[config.mk]
export PLATFORM = sky130hd
export DESIGN_NAME = mem_arbiter
export DESIGN_NICKNAME = d
export VERILOG_FILES = /design/src/rtl/mem_arbiter.sv
export SDC_FILE = /design/constraint.sdc
export NUM_CORES = 1
export LEC_CHECK = 0
export BUFFER_PORTS_ARGS = -buffer_cell sky130_fd_sc_hd__buf_4
export CAP_MARGIN = 20
export CORE_AREA = 3 3 294 296
export DETAILED_ROUTE_END_ITERATION = 6
export DIE_AREA = 0 0 297 299
export REMOVE_ABC_BUFFERS = 1
export SYNTH_ARGS = -nofsm -noshare
export SYNTH_HDL_FRONTEND = slang
export SYNTH_SLANG_ARGS = --single-unit
[constraint.sdc]
create_clock -name clk -period 23.2 [get_ports clk]
set_clock_uncertainty 0.1 [all_clocks]
set_input_delay 2.32 -clock clk [delete_from_list [all_inputs] [get_ports clk]]
set_output_delay 2.32 -clock clk [all_outputs]
set_load 0.05 [all_outputs]
[src/rtl/mem_arbiter.sv]
// mem_arbiter: round-robin arbiter sharing one block-wide memory port between the I- and D-cache.
// Optional watchdog on the WAIT state is enabled by defining ARB_TIMEOUT_EN.
module mem_arbiter #(
    parameter int ADDR_W         = 32,
    parameter int BLOCK_W        = 128,
    parameter int TIMEOUT_CYCLES = 64
) (
    input  logic               clk,
    input  logic               reset,
    input  logic               req_i,
    input  logic               we_i,
    input  logic [ADDR_W-1:0]  addr_i,
    input  logic [BLOCK_W-1:0] wdata_i,
    input  logic               req_d,
    input  logic               we_d,
    input  logic [ADDR_W-1:0]  addr_d,
    input  logic [BLOCK_W-1:0] wdata_d,
    output logic               gnt_i,
    output logic               gnt_d,
    output logic               done_i,
    output logic               done_d,
    output logic [BLOCK_W-1:0] rdata,
    output logic               err,
    input  logic               ready_mem,
    input  logic               mem_done,
    input  logic [BLOCK_W-1:0] mem_rdata,
    output logic               read_mem,
    output logic               write_mem,
    output logic [ADDR_W-1:0]  mem_addr,
    output logic [BLOCK_W-1:0] mem_wdata,
    output logic               busy
);

    typedef enum logic [1:0] {IDLE, ISSUE, WAIT, RESP} state_t;

    state_t             state_q, state_d;
    logic               owner_q, owner_d;   // 1 = D-cache
    logic               last_q, last_d;     // last_grant, 1 = D-cache
    logic               lat_we_q, lat_we_d;
    logic [ADDR_W-1:0]  lat_addr_q, lat_addr_d;
    logic [BLOCK_W-1:0] lat_wdata_q, lat_wdata_d;

    logic               gnt_i_q, gnt_i_d;
    logic               gnt_d_q, gnt_d_d;
    logic               done_i_q, done_i_d;
    logic               done_d_q, done_d_d;
    logic [BLOCK_W-1:0] rdata_q, rdata_d;
    logic               read_q, read_d;
    logic               write_q, write_d;
    logic [ADDR_W-1:0]  maddr_q, maddr_d;
    logic [BLOCK_W-1:0] mwdata_q, mwdata_d;
    logic               busy_q, busy_d;
    logic               timeout;

`ifdef ARB_TIMEOUT_EN
    localparam int CNT_W = $clog2(TIMEOUT_CYCLES + 1);

    logic [CNT_W-1:0] cnt_q, cnt_d;
    logic             err_q;

    // Counter sits at zero outside WAIT, so it is cleared on every WAIT entry.
    assign cnt_d   = (state_q == WAIT) ? cnt_q + 1'b1 : '0;
    assign timeout = (state_q == WAIT) && (cnt_q == CNT_W'(TIMEOUT_CYCLES - 1));

    always_ff @(posedge clk or posedge reset) begin
        if (reset) begin
            cnt_q <= '0;
            err_q <= 1'b0;
        end else begin
            cnt_q <= cnt_d;
            err_q <= timeout && !mem_done;
        end
    end

    assign err = err_q;
`else
    assign timeout = 1'b0;
    assign err     = 1'b0;
`endif

    always_comb begin
        state_d     = state_q;
        owner_d     = owner_q;
        last_d      = last_q;
        lat_we_d    = lat_we_q;
        lat_addr_d  = lat_addr_q;
        lat_wdata_d = lat_wdata_q;
        rdata_d     = rdata_q;
        read_d      = 1'b0;
        write_d     = 1'b0;

        case (state_q)
            IDLE: begin
                if (req_i || req_d) begin
                    owner_d     = req_d && !(req_i && last_q);
                    lat_we_d    = owner_d ? we_d : we_i;
                    lat_addr_d  = owner_d ? addr_d : addr_i;
                    lat_wdata_d = owner_d ? wdata_d : wdata_i;
                    state_d     = ISSUE;
                end
            end
            ISSUE: begin
                if (ready_mem) begin
                    read_d  = !lat_we_q;
                    write_d = lat_we_q;
                    state_d = WAIT;
                end
            end
            WAIT: begin
                if (mem_done) begin
                    rdata_d = lat_we_q ? '0 : mem_rdata;
                    state_d = RESP;
                end else if (timeout) begin
                    rdata_d = '0;
                    state_d = RESP;
                end
            end
            RESP: begin
                last_d  = owner_q;
                state_d = IDLE;
            end
            default: state_d = IDLE;
        endcase

        // Registered outputs are decoded from the next state so they line up with it.
        busy_d   = (state_d != IDLE);
        gnt_i_d  = busy_d && !owner_d;
        gnt_d_d  = busy_d && owner_d;
        done_i_d = (state_d == RESP) && !owner_d;
        done_d_d = (state_d == RESP) && owner_d;
        maddr_d  = (state_d == ISSUE || state_d == WAIT) ? lat_addr_d : '0;
        mwdata_d = ((state_d == ISSUE || state_d == WAIT) && lat_we_d) ? lat_wdata_d : '0;
    end

    always_ff @(posedge clk or posedge reset) begin
        if (reset) begin
            state_q     <= IDLE;
            owner_q     <= 1'b0;
            last_q      <= 1'b1;
            lat_we_q    <= 1'b0;
            lat_addr_q  <= '0;
            lat_wdata_q <= '0;
            gnt_i_q     <= 1'b0;
            gnt_d_q     <= 1'b0;
            done_i_q    <= 1'b0;
            done_d_q    <= 1'b0;
            rdata_q     <= '0;
            read_q      <= 1'b0;
            write_q     <= 1'b0;
            maddr_q     <= '0;
            mwdata_q    <= '0;
            busy_q      <= 1'b0;
        end else begin
            state_q     <= state_d;
            owner_q     <= owner_d;
            last_q      <= last_d;
            lat_we_q    <= lat_we_d;
            lat_addr_q  <= lat_addr_d;
            lat_wdata_q <= lat_wdata_d;
            gnt_i_q     <= gnt_i_d;
            gnt_d_q     <= gnt_d_d;
            done_i_q    <= done_i_d;
            done_d_q    <= done_d_d;
            rdata_q     <= rdata_d;
            read_q      <= read_d;
            write_q     <= write_d;
            maddr_q     <= maddr_d;
            mwdata_q    <= mwdata_d;
            busy_q      <= busy_d;
        end
    end

    assign gnt_i     = gnt_i_q;
    assign gnt_d     = gnt_d_q;
    assign done_i    = done_i_q;
    assign done_d    = done_d_q;
    assign rdata     = rdata_q;
    assign read_mem  = read_q;
    assign write_mem = write_q;
    assign mem_addr  = maddr_q;
    assign mem_wdata = mwdata_q;
    assign busy      = busy_q;

endmodule

==> run metrics, run 1 <==
status complete, no violations; Final WS setup around 18 ns; Post-CTS Setup Repair Bufs 0; Pwr Density between 150 and 200 nW/um2; Seq/Total Area, Yosys a little over three fifths; library cells used by synthesis 29; Yosys warning count 0; Avg Cell Area, Syn 9.98 um2; CP Capture Type flop; I/O pin count 752; critical path class input pin to flop; Placed Cells ~3600; CTS sink cnt 460; Die ar. about 90000 um2; # rows 106; Hold Crit Class flop to flop; Initial DRC Count 967; P_leak between 10 and 15 nW; area occupied by multi-input gates about 6200 um2; Remaining Overflow, GRT 0; fraction of layout cells with a size suffix above 1 roughly a third; utilization after layout between 30% and 40%; input/output buffers between 700 and 800; via/cell ratio approximately 4.4; RSZ-0062 raised after global routing no; Max Fclk about 0.18 GHz; DRT Wirelength ~66000 um; routed via count roughly 16000; latest clock arrival within the worst-skew pair 0.57 ns; DRT Pass-1 Iters 5; GRT Overall Usage 14.2%; largest fanout on the critical path just under 70; Final setup viols 0; Slew Limit Fails 0; first-pass GRT wire length 98800 um; Core ar. 83800 um2; peak supply drop 0.0000860 V; antenna violations before repair 7; synthesized instance count between 1500 and 2000; HPWL after detailed placement about 47000 um; CTS Hold Bufs 0; Die Y 299 um; Slew @ Worst Pin ~1.1 ns; Routed WL per cell about 18 um; Post-synth EDFFs 0; Area after DPL approximately 25000 um2; Worst setup SP type input pin; Hold Vio Cnt, Final 0; cts bufs inserted a little over 50; dpl ws between 15 and 20 ns; Setup TNS 0 ns; crit path DAT between 5 and 6 ns; Nets between 2000 and 3000; root buffer cell clkbuf_16; H-tree levels 2; Post-DRT Antenna Nets 0; Max-Cap Viols 0; CTS tree yes; finished layout cell area approximately 27000 um2; Die X-Extent 297 um; Synth Cell Area around 18000 um2; clock-pin slew on the worst setup and hold paths 0.06 ns; area grow syn2layout 45.3%; pin count of the biggest net entering global routing slightly above 200; vias in the first global route between 15000 and 20000; Post-CTS Resized 0; predominant post-synthesis flop cell dfrtp_1; CTS Buffer Depth 3; Final Cycle Share between 20% and 30%; Starting Density between 20% and 30%; count of state elements after synthesis 460; register area approximately 12000 um2; DRC 0; fillers just under 9000; Synth async-reset ratio 100%; critical path data required time around 24 ns; Final Critical Period between 5 and 6 ns; GP Congestion roughly 0.84; Cell Count, Final, Fillers Out roughly 3700; normalized max-slew margin 29.5%
[cells in the mapped netlist (4+ instances only)]
library cell,n,area (um2)
a311oi_1,128,1120
nand3_1,32,160
buf_2,27,135
a31oi_1,128,801
clkbuf_1,117,439
nand2_1,579,2170
o211a_1,32,320
nor2_1,134,503
o21ai_0,129,646
buf_1,4,15.0
o21a_1,32,240
dfrtp_1,459,11500
inv_1,8,30.0
[logic make-up (layout without fill, tap and decap cells)]
| logic type | Yosys count | after routing | share of synthesized area [%] |
|---|---|---|---|
| compound gates | 456 | 456 | 17.5 |
| buf+inv | 158 | 859 | 3.47 |
| mux | 1 | 1 | 0.0617 |
| simple gates | 751 | 751 | 15.7 |
| flops | 460 | 460 | 63.1 |
| fa+ha+maj | 2 | 2 | 0.137 |
| other cells | 1 | 2 | 0.0205 |
[stage by stage]
| stage | power (W) | hold WS [ns] |
|---|---|---|
| finish | 0.00398 | 0.377 |
| detailed placement | 0.00323 | 0.371 |
| CTS | 0.00405 | 0.384 |
| global route | 0.00424 | 0.397 |
| floorplan | 0.00277 | 0.303 |
| global placement | 0.00320 | 0.363 |
[path summary, 6_finish.rpt]
path                       slack, ns  startpoint              to  cells after the start
min in group asynchronous       1.73       reset       rdata[26]                      2
setup reg to reg               18.48  state_q[1]   mem_wdata[72]                      8
hold reg to reg                 0.38   rdata[30]       rdata[30]                      2
max in group asynchronous      18.93       reset  lat_addr_q[29]                      4
setup / recovery               17.74    mem_done   mem_wdata[72]                      8
hold / removal                  0.38   rdata[30]       rdata[30]                      2
[flip-flops by register name, summed over array words and instances, names as in the netlist]
signal       count
lat_wdata_q    128
mem_wdata      128
rdata          128
lat_addr_q      32
mem_addr        32
state_q          2
busy             1
done_d           1
done_i           1
gnt_d            1
gnt_i            1
last_q           1
lat_we_q         1
owner_q          1
read_mem         1
write_mem        1
[per-layer routing]
metal	share of wire, %	GRT usage [%]	wire length [um]
met5	0.070	0	46
met4	3.6	5.21	2360
met3	11	6.30	7120
met2	47	23.2	31000
met1	39	16.6	25400
[area by class of cell]
cell class	count	share of cell area, %
inverters	8	0.151
flip-flops and latches	460	43.4
well taps	1134	5.35
repair buffers	767	21.8
multi-input cells	1211	23.2
clock inverters	10	0.514
diodes	1	0.00943
clock buffers	74	5.59
[critical path, cell delays in order]
cell      delay (ns)
buf_4           0.12
nand2_4         0.44
o311a_1         0.30
ha_2            0.85
inv_1           0.14
a221o_4         0.64
buf_4           0.49
a311oi_1        0.34
[layout by cell type, fill, tap and decap left out, types with 2 or more instances in the layout]
cell	Yosys	routed
a22oi_1	2	2
a311oi_1	128	128
a31oi_1	128	128
and2_1	2	2
buf_12	0	2
buf_4	2	765
bufinv_16	0	3
clkbuf_1	117	11
clkbuf_16	0	51
clkbuf_8	0	12
clkinv_2	0	4
dfrtp_1	459	459
inv_1	8	6
inv_6	0	3
nand2_1	579	578
nand3_1	32	32
nor2_1	134	134
o211a_1	32	32
o21a_1	32	32
o21ai_0	129	129
[report_power, final]
group	leakage [nW]	switching (W)	total, W	internal [W]
Combinational	6.27	0.00134	0.00191	0.000567
Sequential	5.73	0.000139	0.00128	0.00114
Clock	0.799	0.000324	0.000796	0.000472
Total	12.8	0.00180	0.00398	0.00218
(Power assumes the default switching activity.)
==> run 2: changes to the inputs <==
Settings changed: ABC_AREA from default to 1.
Clock period 23.2 ns to 5 ns, I/O delays scaled along.
==> run metrics, run 2 <==
status complete, no violations; input/output buffers 750 (unchanged); Core ar. 83800 um2 (unchanged); post-synthesis adder-cell area fraction 0.130% (-0.0073 points); Sw Share 45.9% (+0.59 points); normalized max-slew margin 24.4% (-5.1 points); synthesized instance count 2136 (+17%); Worst Reg-to-Reg Cells 7 (-1); via/cell ratio 4.28 (-2.8%); post-synth top area share 59.6% (-3.3 points); Initial DRC Count 979 (+1.2%); critical path class flop to flop; Post-CTS Setup Repair Bufs 0 (unchanged); fillers 8890 (+0.91%); hold path cells 3 (+1); library cells used by synthesis 31 (+6.9%); CP dominant cell by count nand2_8; Remaining Overflow, GRT 0 (unchanged); Synth Area in Simple Gates 27.8% (+12 points); Routed WL per cell 17.9 um (-0.47%); hold_sp mem_rdata[62]; CTS Hold Bufs 18 (+18); Post-CTS Resized 0 (unchanged); Slowest-stage cell, CP nand2_8; Die Y 299 um (unchanged); mux cell area share after synthesis 0% (-0.062 points); Pwr Density 664 nW/um2 (+340%); H-tree levels 2 (unchanged); Die ar. 88800 um2 (unchanged); Yosys warning count 0 (unchanged); Hold Crit Class input pin to flop; CP Capture Type flop; GRT Overall Usage 15.5% (+1.3 points); Setup TNS 0 ns (unchanged); Pwr Total 0.0183 W (+360%); Clock Power Share 20.5% (+0.5 points); Crit path buffers/inverters 1 (-2); commonest non-fill, non-tap cell in the layout buf_4; Synth Cell Area 19300 um2 (+5.6%); Hold Path Sink rdata[62]; Final Critical Period ~2.9 ns; Starting Density 23.0% (+1.2 points); area grow syn2layout 43.0%; GP Congestion 0.870 (+3.8%); synth cell count leaders dfrtp_1 (459), nand3_1 (450), nand2_1 (416); HPWL after detailed placement 50700 um (+7.7%); cell taking the most area after synthesis dfrtp_1; Max Fclk 0.342 GHz; XOR/XNOR share of the synthesized area 0% (unchanged); Die X-Extent 297 um (unchanged); Min Hold Slack 0.0543 ns (-0.323 ns); Final setup viols 0 (unchanged); RR Startpoint last_q; latest clock arrival within the worst-skew pair 0.59 ns (+0.02 ns); CTS Buffer Depth 3 (unchanged); utilization after layout 32.9% (+1.2 points); Comb pwr share 48.3% (+0.4 points); Synth async-reset ratio 100% (unchanged); peak supply drop 0.000461 V (+440%); DRC 0 (unchanged); Avg Cell Area, Syn 9.02 um2 (-9.6%); count of state elements after synthesis 460 (unchanged); cts bufs inserted 51 (unchanged); Hold Vio Cnt, Final 0 (unchanged); dpl ws 1.75 ns (-15.35 ns); clock-pin slew on the worst setup and hold paths 0.06 ns (about the same); Worst R2R Setup Slack 2.08 ns (-16.40 ns); first-pass GRT wire length 107000 um (+8.3%); most frequent cells in the layout buf_4 (763), dfrtp_1 (458), nand3_1 (450); I/O pin count 752 (unchanged); DRT Pass-1 Iters 5 (unchanged); Post-DRT Antenna Nets 0 (unchanged); dominant cell by count in the synthesized netlist dfrtp_1; fraction of layout cells with a size suffix above 1 31.5% (-2.1 points); Final Cycle Share 58.5%; CP max stage delay 0.65 ns (-0.20 ns); sequential share of power 31.2% (-0.9 points); crit-path cells nand2_8, nand2_8, buf_4, nand2_1, nand3_1, o21ai_0, nor2_1; Slew Limit Fails 0 (unchanged); P_leak 14.4 nW (+13%); vias in the first global route 17167 (+7.5%); largest fanout on the critical path 104 (+53%); RSZ-0062 raised after global routing no; pin count of the biggest net entering global routing 210 (+2.9%); # rows 106 (unchanged); routed via count 17107 (+5.9%); Compound-Gate Fraction of Synth Area 4.33% (-13 points); Final WS setup 2.08 ns (-15.67 ns); largest family of logic cells by synthesized area simple AND/OR/NAND/NOR gates; CTS tree yes; CP top delay family simple AND/OR/NAND/NOR gates; Switch Pwr 0.00840 W (+370%); antenna violations before repair 8 (+1); DRT Wirelength 71500 um (+8.4%); predominant post-synthesis flop cell dfrtp_1; reg-to-reg endpoint mem_addr[15]; crit path DAT 3.32 ns (-2.50 ns); critical path data required time 5.39 ns (-18.18 ns); dominant cells by area after synthesis dfrtp_1 (60%), nand3_1 (12%), nand2_1 (8.1%), o21ai_0 (4.1%), nor2_1 (3.2%); Post-synth EDFFs 0 (unchanged); Max-Cap Viols 0 (unchanged); internal power 0.00990 W (+350%); CTS sink cnt 460 (unchanged); Seq/Total Area, Yosys 59.7% (-3.3 points); Nets 3273 (+11%); Slew @ Worst Pin 1.13 ns (+0.0767 ns); root buffer cell clkbuf_16; Worst setup SP type flop
## run 2: stage by stage
stage                     std cells  area [um2]
final                          3993       27600
after global routing           3993       27600
after CTS                      3990       27600
after detailed placement       3878       25700
after global placement         3878       25700
after floorplan                1974       18400
## run 2: power groups by stage
stage | clock network [W] | logic, W | registers [W]
finish | 0.00375 | 0.00883 | 0.00572
global route | 0.00404 | 0.00965 | 0.00588
CTS | 0.00390 | 0.00899 | 0.00573
detailed placement | 0 | 0.00897 | 0.00578
global placement | 0 | 0.00887 | 0.00575
floorplan | 0 | 0.00320 | 0.00832
## run 2: routing by layer
layer,global-route usage [%],routed length [um],up-vias
li1,-,-,8171
met4,6.79,3250,10
met2,26.0,34500,630
met1,18.3,27800,8166
met3,5.03,5970,130
met5,0,56,-
## run 2: layout make-up
type | count | area [um2] | share of cell area, %
multi-input combinational | 1343 | 6270 | 22.7
inverter | 171 | 653 | 2.37
tap | 1134 | 1420 | 5.15
clock buffer | 83 | 1560 | 5.65
timing repair buffer | 788 | 6040 | 21.9
antenna | 3 | 7.51 | 0.0272
clock inverter | 11 | 111 | 0.404
sequential | 460 | 11500 | 41.8
## run 2: cells by family (layout without fill, tap and decap cells)
family / Yosys count / count (layout)
fa+ha+maj: 2 / 2
simple gates: 1175 / 1175
buf+inv: 333 / 1053
compound gates: 165 / 165
flops: 460 / 460
other cells: 1 / 4
## run 2: how the worst max path moves through the flow
| stage | start | endpoint | cells past startpoint |
|---|---|---|---|
| after floorplan | reset | busy | 1 |
| after global placement | req_d | mem_wdata[24] | 8 |
| after detailed placement | req_d | mem_wdata[79] | 8 |
| after CTS | state_q[0] | mem_wdata[79] | 8 |
| after global routing | state_q[0] | mem_wdata[79] | 8 |
| final | last_q | mem_addr[15] | 7 |
## run 2: worst min-delay path, delay by kind of cell
family	cells	cell delay, ns
AND/OR/NAND/NOR	2	0.11
buffers and inverters	1	0.08
